### config.mk
export PLATFORM = sky130hd
export DESIGN_NAME = if_fetch_unit
export DESIGN_NICKNAME = d
export VERILOG_FILES = /design/src/rtl/if_fetch_unit.sv
export SDC_FILE = /design/constraint.sdc
export NUM_CORES = 1
export LEC_CHECK = 0
export ABC_AREA = 1
export CAP_MARGIN = 20
export CORE_ASPECT_RATIO = 1.25
export CORE_UTILIZATION = 56
export CTS_BUF_LIST = sky130_fd_sc_hd__clkbuf_4 sky130_fd_sc_hd__clkbuf_8 sky130_fd_sc_hd__clkbuf_16
export CTS_CLUSTER_DIAMETER = 50
export DETAILED_ROUTE_END_ITERATION = 8
export PLACE_DENSITY = 0.85
export RECOVER_POWER = 100
export SLEW_MARGIN = 10
export SYNTH_ARGS = -nofsm -noshare
export SYNTH_HDL_FRONTEND = slang
export SYNTH_SLANG_ARGS = --single-unit
export TNS_END_PERCENT = 10
### constraint.sdc
create_clock -name CLK -period 16.1 [get_ports CLK]
set_clock_uncertainty 0.1 [all_clocks]
set_input_delay 4.83 -clock CLK [delete_from_list [all_inputs] [get_ports CLK]]
set_output_delay 4.83 -clock CLK [all_outputs]
set_load 0.01 [all_outputs]
### src/rtl/if_fetch_unit.sv
// ---------------------------------------------------------------------------
// if_fetch_unit
//
// Instruction-fetch stage of the RISC-V pipeline. Takes the current PC from
// the PC register, reads instruction memory (absorbing its wait states) and
// presents the returned instruction plus its PC to decode over a valid/ready
// handshake. A one-entry skid buffer holds a returned instruction while
// decode is stalled. Taken branches (FLUSH) squash everything in flight,
// and misaligned PCs are passed to decode as a flagged NOP with no memory
// access.
//
// Ports:
//   CLK, RESET            clock (rising edge), asynchronous active-high reset
//   PC_IN, PC_VALID       PC offered for fetch
//   PC_ACCEPT             one-cycle pulse: PC_IN captured, PC may advance
//   FLUSH                 taken branch in EX; squash in-flight work
//   IMEM_ADDR, IMEM_READ  instruction-memory request
//   IMEM_BUSY, IMEM_RDATA memory wait state / read data
//   IF_INSTR, IF_PC       instruction and its PC towards decode
//   IF_VALID, IF_MISALIGN output valid, misaligned-PC qualifier
//   ID_READY              decode accepts the output this cycle
// ---------------------------------------------------------------------------
module if_fetch_unit #(
  parameter int unsigned       ADDR_W    = 32,
  parameter int unsigned       DATA_W    = 32,
  parameter logic [DATA_W-1:0] NOP_INSTR = 32'h00000013
) (
  input  logic              CLK,
  input  logic              RESET,
  input  logic [ADDR_W-1:0] PC_IN,
  input  logic              PC_VALID,
  output logic              PC_ACCEPT,
  input  logic              FLUSH,
  output logic [ADDR_W-1:0] IMEM_ADDR,
  output logic              IMEM_READ,
  input  logic              IMEM_BUSY,
  input  logic [DATA_W-1:0] IMEM_RDATA,
  output logic [DATA_W-1:0] IF_INSTR,
  output logic [ADDR_W-1:0] IF_PC,
  output logic              IF_VALID,
  output logic              IF_MISALIGN,
  input  logic              ID_READY
);

  typedef enum logic [1:0] {
    ST_IDLE  = 2'd0,
    ST_FETCH = 2'd1,
    ST_HOLD  = 2'd2,
    ST_DRAIN = 2'd3
  } state_t;

  // Registered state
  state_t              state_r;
  logic [ADDR_W-1:0]   imem_addr_r;
  logic                imem_read_r;
  logic                pc_accept_r;
  logic                if_valid_r;
  logic                if_misalign_r;
  logic [DATA_W-1:0]   if_instr_r;
  logic [ADDR_W-1:0]   if_pc_r;
  logic                skid_valid_r;
  logic [DATA_W-1:0]   skid_instr_r;
  logic [ADDR_W-1:0]   skid_pc_r;

  // Next-state values
  state_t              state_nxt_s;
  logic [ADDR_W-1:0]   imem_addr_nxt_s;
  logic                imem_read_nxt_s;
  logic                pc_accept_nxt_s;
  logic                if_valid_nxt_s;
  logic                if_misalign_nxt_s;
  logic [DATA_W-1:0]   if_instr_nxt_s;
  logic [ADDR_W-1:0]   if_pc_nxt_s;
  logic                skid_valid_nxt_s;
  logic [DATA_W-1:0]   skid_instr_nxt_s;
  logic [ADDR_W-1:0]   skid_pc_nxt_s;

  // Handshake helpers
  logic                xfer_s;
  logic                out_free_s;
  logic                pc_aligned_s;

  // Decode handshake: a transfer frees the output register on this edge
  always_comb begin
    xfer_s       = if_valid_r & ID_READY;
    out_free_s   = (~if_valid_r) | ID_READY;
    pc_aligned_s = (PC_IN[1:0] == 2'b00);
  end

  // Next-state and output computation
  always_comb begin
    state_nxt_s       = state_r;
    imem_addr_nxt_s   = imem_addr_r;
    imem_read_nxt_s   = imem_read_r;
    pc_accept_nxt_s   = 1'b0;
    if_valid_nxt_s    = if_valid_r;
    if_misalign_nxt_s = if_misalign_r;
    if_instr_nxt_s    = if_instr_r;
    if_pc_nxt_s       = if_pc_r;
    skid_valid_nxt_s  = skid_valid_r;
    skid_instr_nxt_s  = skid_instr_r;
    skid_pc_nxt_s     = skid_pc_r;

    // A consumed output empties the register unless a load below refills it
    if (xfer_s) begin
      if_valid_nxt_s    = 1'b0;
      if_misalign_nxt_s = 1'b0;
      if_instr_nxt_s    = NOP_INSTR;
    end else begin
      if_valid_nxt_s    = if_valid_r;
    end

    if (FLUSH) begin
      if_valid_nxt_s    = 1'b0;
      if_misalign_nxt_s = 1'b0;
      if_instr_nxt_s    = NOP_INSTR;
      skid_valid_nxt_s  = 1'b0;
      case (state_r)
        ST_FETCH: begin
          // A read completing on the flush edge is simply dropped;
          // otherwise keep the request up until memory finishes.
          if (IMEM_BUSY) begin
            state_nxt_s = ST_DRAIN;
          end else begin
            state_nxt_s     = ST_IDLE;
            imem_read_nxt_s = 1'b0;
          end
        end
        ST_DRAIN: begin
          if (IMEM_BUSY) begin
            state_nxt_s = ST_DRAIN;
          end else begin
            state_nxt_s     = ST_IDLE;
            imem_read_nxt_s = 1'b0;
          end
        end
        ST_HOLD: begin
          state_nxt_s = ST_IDLE;
        end
        ST_IDLE: begin
          state_nxt_s = ST_IDLE;
        end
        default: begin
          state_nxt_s     = ST_IDLE;
          imem_read_nxt_s = 1'b0;
        end
      endcase
    end else begin
      case (state_r)
        ST_IDLE: begin
          // PC_IN still shows the old PC in the cycle PC_ACCEPT is high,
          // so never accept back-to-back.
          if (PC_VALID && !pc_accept_r) begin
            if (pc_aligned_s) begin
              imem_addr_nxt_s = PC_IN;
              imem_read_nxt_s = 1'b1;
              pc_accept_nxt_s = 1'b1;
              state_nxt_s     = ST_FETCH;
            end else if (out_free_s) begin
              if_valid_nxt_s    = 1'b1;
              if_misalign_nxt_s = 1'b1;
              if_instr_nxt_s    = NOP_INSTR;
              if_pc_nxt_s       = PC_IN;
              pc_accept_nxt_s   = 1'b1;
              state_nxt_s       = ST_IDLE;
            end else begin
              state_nxt_s = ST_IDLE;
            end
          end else begin
            state_nxt_s = ST_IDLE;
          end
        end
        ST_FETCH: begin
          if (!IMEM_BUSY) begin
            imem_read_nxt_s = 1'b0;
            if (out_free_s) begin
              if_valid_nxt_s    = 1'b1;
              if_misalign_nxt_s = 1'b0;
              if_instr_nxt_s    = IMEM_RDATA;
              if_pc_nxt_s       = imem_addr_r;
              state_nxt_s       = ST_IDLE;
            end else begin
              skid_valid_nxt_s = 1'b1;
              skid_instr_nxt_s = IMEM_RDATA;
              skid_pc_nxt_s    = imem_addr_r;
              state_nxt_s      = ST_HOLD;
            end
          end else begin
            state_nxt_s = ST_FETCH;
          end
        end
        ST_HOLD: begin
          if (out_free_s) begin
            if_valid_nxt_s    = 1'b1;
            if_misalign_nxt_s = 1'b0;
            if_instr_nxt_s    = skid_instr_r;
            if_pc_nxt_s       = skid_pc_r;
            skid_valid_nxt_s  = 1'b0;
            state_nxt_s       = ST_IDLE;
          end else begin
            state_nxt_s = ST_HOLD;
          end
        end
        ST_DRAIN: begin
          if (!IMEM_BUSY) begin
            imem_read_nxt_s = 1'b0;
            state_nxt_s     = ST_IDLE;
          end else begin
            state_nxt_s = ST_DRAIN;
          end
        end
        default: begin
          state_nxt_s     = ST_IDLE;
          imem_read_nxt_s = 1'b0;
        end
      endcase
    end
  end

  // State and output registers with asynchronous reset
  always_ff @(posedge CLK or posedge RESET) begin
    if (RESET) begin
      state_r       <= ST_IDLE;
      imem_addr_r   <= {ADDR_W{1'b0}};
      imem_read_r   <= 1'b0;
      pc_accept_r   <= 1'b0;
      if_valid_r    <= 1'b0;
      if_misalign_r <= 1'b0;
      if_instr_r    <= NOP_INSTR;
      if_pc_r       <= {ADDR_W{1'b0}};
      skid_valid_r  <= 1'b0;
      skid_instr_r  <= NOP_INSTR;
      skid_pc_r     <= {ADDR_W{1'b0}};
    end else begin
      state_r       <= state_nxt_s;
      imem_addr_r   <= imem_addr_nxt_s;
      imem_read_r   <= imem_read_nxt_s;
      pc_accept_r   <= pc_accept_nxt_s;
      if_valid_r    <= if_valid_nxt_s;
      if_misalign_r <= if_misalign_nxt_s;
      if_instr_r    <= if_instr_nxt_s;
      if_pc_r       <= if_pc_nxt_s;
      skid_valid_r  <= skid_valid_nxt_s;
      skid_instr_r  <= skid_instr_nxt_s;
      skid_pc_r     <= skid_pc_nxt_s;
    end
  end

  assign PC_ACCEPT   = pc_accept_r;
  assign IMEM_ADDR   = imem_addr_r;
  assign IMEM_READ   = imem_read_r;
  assign IF_VALID    = if_valid_r;
  assign IF_MISALIGN = if_misalign_r;
  assign IF_INSTR    = if_instr_r;
  assign IF_PC       = if_pc_r;

endmodule

Yosys cells after proc, flatten, opt, wreduce, memory -nomap -nowiden. Index checks and enable logic that the tools add are counted.

Latch bits: 0. Memories kept: 0. Register bits: 166. Bits in read-only memories: 0. Output and inout bits: 100. Input bits: 70. Memory bits (writable): 0. Logic and storage cells: 90.

Multiply operators: 0. Add/subtract/negate cells: 0. Equality and inequality tests: 12. Reduce and logical (&&, ||, !) cells: 12. Shifts and indexed selects: 0. Divide/modulo/power cells: 0. Order comparisons: 0. Bitwise logic cells: 6. Mux-type cells: 50.

Operators with widths (count): two-way mux 32 bit (14); case mux 32 bit (3 select lines) (2); two-way mux 1 bit (24); != test 2 bit, second input constant (7); AND reduction 4 bit (3); two-way mux 2 bit (5); case mux 2 bit (4 select lines) (1); AND reduction 8 bit (1); != test 3 bit, second input constant (2); case mux 1 bit (3 select lines) (2); == test 2 bit, second input constant (2); logical NOT 2 bit (2); NOT 1 bit (4); case mux 2 bit (2 select lines) (1); OR reduction 2 bit (2); nonzero test 3 bit (1); == test 2 x 1 -> 1 bit, second input constant (1); case mux 1 bit (2 select lines) (1); nonzero test 2 bit (1); AND 1 bit (1); logical AND 1 bit (1); logical NOT 1 bit (1); bitwise OR 1 bit (1).

Depth between registers and ports, before layout. Gate-level depths: netlist of run 1.

Depth after elaboration: 7. Depth in mapped cells: 10. Mapped depth without buffers: 9.

Worst setup path before layout of run 1. Ideal clock, no wire load.

Path type: input to register. Start: input port FLUSH. End: register if_pc_r[0], in the netlist IF_PC[0]. Cell stages on the path: 8. Path buffers: 2. Required time: 15.879 ns. Slack: 10.182 ns. Library setup time: 0.121 ns. Arrival: 5.697 ns. Path through: buf_2 inv_2 o21ai_0 nor2_1 nand2_1 buf_2 nand2_1 o21ai_1.

Cells in the longest elaborated chain, start to end: 2.

Ends and longest elaborated chain: from (decl) (line 33) `input logic FLUSH,`; NOT 1 bit (no source line); AND reduction 8 bit (no source line); to (signal assigned) (line 230) `if_pc_r <= {ADDR_W{1'b0}};`; to (signal assigned) (line 242) `if_pc_r <= if_pc_nxt_s;`; to (decl) (line 60) `logic [ADDR_W-1:0] if_pc_r;`.

Every way passes these cells. A chain may end at the register's enable or synchronous reset.

Worst setup path in the final report of run 1.
Start: input port ID_READY. End: register skid_instr_r[3].

Cells in the longest elaborated chain, start to end: 3.

Ends and longest elaborated chain: from (decl) (line 42) `input logic ID_READY`; bitwise OR 1 bit (line 86) `out_free_s = (~if_valid_r) | ID_READY;`; NOT 1 bit (no source line); AND reduction 4 bit (no source line); to (signal assigned) (line 244) `skid_instr_r <= skid_instr_nxt_s;`; to (decl) (line 62) `logic [DATA_W-1:0] skid_instr_r;`.

Every way passes these cells.

==> results of run 1 <==
==> Yosys cell counts (10+ instances only) <==
library cell and count:
buf_2 29, clkbuf_1 27, nand2_1 245, nor2_1 155
inv_1 80, a21oi_1 33, o21ai_0 118, nand4_1 28
a31o_2 32, o21ai_1 51, mux2_1 28, dfrtp_1 160
nand3_1 10
==> registers in the layout, summed over array words and instances (netlist names) <==
name,count
PC_ACCEPT,1
state_r,2
IMEM_ADDR,32
IF_PC,32
skid_pc_r,32
IF_MISALIGN,1
skid_instr_r,32
IMEM_READ,1
IF_VALID,1
IF_INSTR,32
==> power groups by stage <==
stage | clock network (uW) | registers (uW) | logic [uW]
detailed placement | 0 | 530 | 295
floorplan | 0 | 548 | 113
global route | 462 | 532 | 297
finish | 440 | 524 | 270
CTS | 444 | 525 | 297
global placement | 0 | 530 | 288
==> metrics by stage <==
stage | area [um^2] | hold WS (ns) | std cells
after floorplan | 8300 | 0.353 | 1035
after global placement | 9930 | 0.362 | 1318
after detailed placement | 9950 | 0.369 | 1319
after CTS | 10600 | 0.378 | 1351
after global routing | 10500 | 0.397 | 1351
final | 10500 | 0.378 | 1351
==> cell type report <==
class	count	area, um^2	share of cell area
well taps	178	223	0.0211
flip-flops and latches	166	4160	0.395
clock buffers	21	468	0.0444
clock inverters	11	174	0.0165
inverters	86	324	0.0308
multi-input cells	713	3450	0.328
repair buffers	176	1730	0.164
==> kinds of logic (layout without fill, tap and decap cells) <==
family | count (synthesis) | after routing | share of synthesized area
AOI/OAI and AO/OA | 237 | 237 | 0.158
adders and majority gates | 5 | 5 | 0.00754
buffers and inverters | 156 | 294 | 0.0799
DFF | 166 | 166 | 0.502
muxes | 28 | 28 | 0.0380
and+or+nand+nor | 443 | 443 | 0.214
==> critical path: cells and delay by family <==
kind / cells / cell delay, ns
buf+inv: 2 / 2.13
mux: 1 / 0.86
simple gates: 2 / 2.97
==> how the worst max path moves through the flow <==
stage,depth (start not counted),end,slack [ns]
2_1_floorplan,1,IF_INSTR[10],6.69
3_3_place_gp,7,skid_instr_r[6],8.15
3_5_place_dp,7,skid_instr_r[9],8.09
4_1_cts,7,skid_instr_r[3],8.51
5_1_grt,5,skid_instr_r[9],5.09
6_report,5,skid_instr_r[3],5.46
==> routing by layer <==
metal | up-vias | share of wire | wire length [um] | global-route usage
li1 | 3604 | - | - | -
met1 | 3572 | 0.42 | 8890 | 0.374
met2 | 321 | 0.49 | 10400 | 0.452
met3 | 38 | 0.081 | 1740 | 0.0767
met4 | 0 | 0.018 | 378 | 0.110
met5 | - | 0 | 0 | 0
==> metrics.cfg, run 1 <==
[finish]
final_cell_mix = nand2_1 (247), o21ai_0 (162), dfrtp_1 (160), nor2_1 (156), dlygate4sd3_1 (104)
layout-drive-gt1-share = 0.0716
area_delta_synth_final_pct = 27.0
nets = 1235
final_util = 0.731
final_common_cell = nand2_1
fill_cells = 1029
antennaDiodeCount = 0

[hold_path]
whs_path_depth = 2
min_to = skid_instr_r[1]
hp-class = reg2reg
min_from = skid_instr_r[1]

[drt]
drt_iter0_markers = 538
via_count = 7535
drtAntennaViolNets = 0
drt-pass1-iter-count = 7
avgRoutedWirePerCell_um = 15.8
drcViolationCount = 0
routed_wl_mm = 21.4
vias_per_cell = 5.58

[cts]
clkSinkCount = 166
clk_path_buf_depth = 2
clockRootBuffer = clkbuf_16
clkLatencyLatePin_ns = 0.43
postCtsHoldBufs = 0
post_cts_buffers = 0
htree_levels = 4
cts_resized = 0
cts_tree = built
cts_buffers = 17
clk_pin_slew_ns = 0.06

[synth]
syn_nets = 1110
syn_inst = 1035
ys_seq_area_frac = 0.502
synth_edf_count = 0
syn_avg_cell_area_um2 = 8.01
synth_top_area_cell = dfrtp_1
yosys-top-cells-area = dfrtp_1 (48%), nand2_1 (11%), o21ai_0 (7.1%), nor2_1 (7.0%), mux2_1 (3.8%)
synth_top_area_share = 0.483
synth_area_um2 = 8300
synth.ff_latch_count = 166
async_reset_ff_frac = 1.00
synth_flop_cell = dfrtp_1
ys_warn_count = 0
yosysUniqueCellTypes = 25

[global_routing]
grt_antenna_before_repair = 0
grt_pass1_vias = 7212
gr-total-overflow = 0
grt_max_degree = 89
grt_pass1_wl_mm = 35.3
grt.total_usage = 0.285

[critical_path]
arrival_ns = 10.83
startpoint = ID_READY
cp_data_required_time_ns = 16.29
critical_path.max_fanout = 81
rr_worst_depth = 5
cp_cell_sequence = dlygate4sd3_1 -> nor2_1 -> nand3_1 -> clkbuf_1 -> mux2_1
end_kind = flop
crit_path_top_delay_cell = nor2_1
critPathMaxStageDelay_ns = 1.86
start_kind = primary input
r2r-end = skid_instr_r[3]
r2r_setup_slack_ns = 10.04
r2r_start = IF_VALID
crit_type = in2reg

[placement]
hpwl_mm = 12.7
port_buffers = 169
place_ws_ns = 8.09
gp_congestion = 0.808

[run]
maxCapViolCount = 5

[power]
finalPower_uw = 1230
switching_share = 0.285
p_switching_uw = 351
pwr-share-clk = 0.357
combPwrFrac = 0.219
powerDensity_nw_per_um2 = 117
p_leak_uw = 0.00485
p_int_uw = 882
peakVddDrop_v = 0.0000871
seq_power_share = 0.425

[run_status]
violations = capacitance limit, slew limit
status = finished, violations left

[sta]
rsz0062_at_grt = no
hold_viol_final = 0
setup_ws_ns = 5.46
fin_crit_ns = 10.64
max-slew-margin-rel = -1.62
fmax_mhz = 94.0
setup_viol = 0
maxSlewViolCount = 330
period_share = 0.661
tightest_slew_ns = 3.91
final.setup.tns_ns = 0

[die]
die_h_um = 138
die-area_um2 = 15300
rows = 49
start_util = 0.576
die_w_um = 111
coreArea_um2 = 14400
io-pin-count = 170

No activity file was read; power rests on OpenSTA's default activity.
==> inputs of run 2 (changes only) <==
Settings changed: CORE_UTILIZATION 56 to 47, PLACE_DENSITY 0.85 to 0.76.
Clock period 16.1 ns to 9.1 ns, I/O delays scaled along.
==> metrics.cfg, run 2 (synthesis results as in run 1) <==
[global_routing]
grt_pass1_wl_mm = 35.5  ; +0.73%
grt.total_usage = 0.248  ; -0.0368
grt_pass1_vias = 7269  ; +0.79%
grt_antenna_before_repair = 0  ; unchanged
grt_max_degree = 91  ; +2.2%
gr-total-overflow = 0  ; unchanged

[drt]
drtAntennaViolNets = 0  ; unchanged
drt_iter0_markers = 544  ; +1.1%
drt-pass1-iter-count = 5  ; -2
via_count = 7414  ; -1.6%
drcViolationCount = 0  ; unchanged
avgRoutedWirePerCell_um = 15.5  ; -2.2%
routed_wl_mm = 21.6  ; +0.96%
vias_per_cell = 5.32  ; -4.6%

[cts]
cts_tree = built
clk_pin_slew_ns = 0.07  ; about the same
htree_levels = 4  ; unchanged
cts_buffers = 17  ; unchanged
clkLatencyLatePin_ns = 0.43  ; about the same
clkSinkCount = 166  ; unchanged
postCtsHoldBufs = 0  ; unchanged
cts_resized = 0  ; unchanged
clk_path_buf_depth = 2  ; unchanged
post_cts_buffers = 0  ; unchanged
clockRootBuffer = clkbuf_16

[die]
die-area_um2 = 18200  ; +19%
die_w_um = 121  ; +9.0%
io-pin-count = 170  ; unchanged
start_util = 0.487  ; -0.0890
die_h_um = 151  ; +9.0%
rows = 53  ; +8.2%
coreArea_um2 = 17000  ; +18%

[run]
maxCapViolCount = 4  ; -1

[critical_path]
cp_data_required_time_ns = 9.34  ; -6.95 ns
end_kind = flop
arrival_ns = 7.08  ; -3.75 ns
critical_path.max_fanout = 33  ; -59%
crit_type = in2reg
start_kind = primary input

[placement]
hpwl_mm = 12.9  ; +0.94%
gp_congestion = 0.821  ; +1.6%
port_buffers = 169  ; unchanged
place_ws_ns = 3.02  ; -5.07 ns
dp_cells = 1361  ; +3.2%

[sta]
hold_viol_final = 0  ; unchanged
fin_crit_ns = 6.83
setup_ws_ns = 2.27  ; -3.19 ns
hold_ws_ns = 0.382  ; +0.00380 ns
final.setup.tns_ns = 0  ; unchanged
rsz0062_at_grt = no
max-slew-margin-rel = -1.61  ; +0.00633
maxSlewViolCount = 250  ; -24%
setup_viol = 0  ; unchanged
fmax_mhz = 146
period_share = 0.751
tightest_slew_ns = 3.90  ; -0.00944 ns

[finish]
fill_cells = 1480  ; +44%
antennaDiodeCount = 0  ; unchanged
final_cell_mix = nand2_1 (246), o21ai_0 (163), dfrtp_1 (160), nor2_1 (156), dlygate4sd3_1 (104)
nets = 1236  ; +0.081%
final_common_cell = nand2_1
final_util = 0.622  ; -0.110
area_delta_synth_final_pct = 27.7
fin_cells = 1394  ; +3.2%
layout-drive-gt1-share = 0.0758  ; +0.00420

[power]
peakVddDrop_v = 0.000148  ; +70%
pwr-share-clk = 0.344  ; -0.013
powerDensity_nw_per_um2 = 202  ; +72%
combPwrFrac = 0.224  ; +0.005
p_int_uw = 1500  ; +70%
seq_power_share = 0.432  ; +0.007
p_switching_uw = 642  ; +83%
switching_share = 0.300  ; +0.0154
p_leak_uw = 0.00486  ; about the same

[run_status]
violations = capacitance limit, slew limit
status = finished, violations left

[hold_path]
hp-class = reg2reg

[run 2: final timing paths]
kind	start	endpoint	slack (ns)	depth (start not counted)
min in group asynchronous	RESET	IF_PC[27]	3.81	2
worst min-delay path	skid_instr_r[0]	skid_instr_r[0]	0.38	2
max in group asynchronous	RESET	skid_instr_r[3]	2.81	3
worst max-delay path	ID_READY	IF_INSTR[20]	2.27	6
worst min register to register	skid_instr_r[0]	skid_instr_r[0]	0.38	2
worst max register to register	IF_VALID	IF_INSTR[20]	4.73	6
[run 2: per-stage QoR]
step	power [uW]	instance area, um^2
after floorplan	1170	8300
after global placement	1450	9990
after detailed placement	1460	9990
after CTS	2200	10600
after global routing	2250	10600
final	2140	10600
[run 2: layout make-up]
type / count / area [um^2] / area share
flip-flops and latches: 166 / 4160 / 0.393
multi-input cells: 713 / 3470 / 0.327
repair buffers: 177 / 1770 / 0.167
clock buffers: 18 / 433 / 0.0409
inverters: 86 / 324 / 0.0306
well taps: 220 / 275 / 0.0260
clock inverters: 14 / 165 / 0.0156
[run 2: critical path: stages]
cell	delay [ns]
dlygate4sd3_1	0.60
nor2_1	1.92
o21ai_0	0.54
nand2_1	0.95
nand2_1	0.14
a21oi_1	0.19
[run 2: power groups by stage]
| stage | sequential (uW) | clock [uW] | combinational (uW) |
|---|---|---|---|
| detailed placement | 937 | 0 | 521 |
| finish | 924 | 735 | 479 |
| CTS | 928 | 747 | 524 |
| global placement | 938 | 0 | 511 |
| floorplan | 970 | 0 | 200 |
| global route | 940 | 779 | 530 |
[run 2: per-layer routing]
metal  global-route usage  vias up  part of all wire
met1                0.318     3546              0.43
met5                    0        -                 0
met4               0.0765        0             0.011
li1                     -     3614                 -
met3               0.0739       21             0.076
met2                0.405      233              0.48
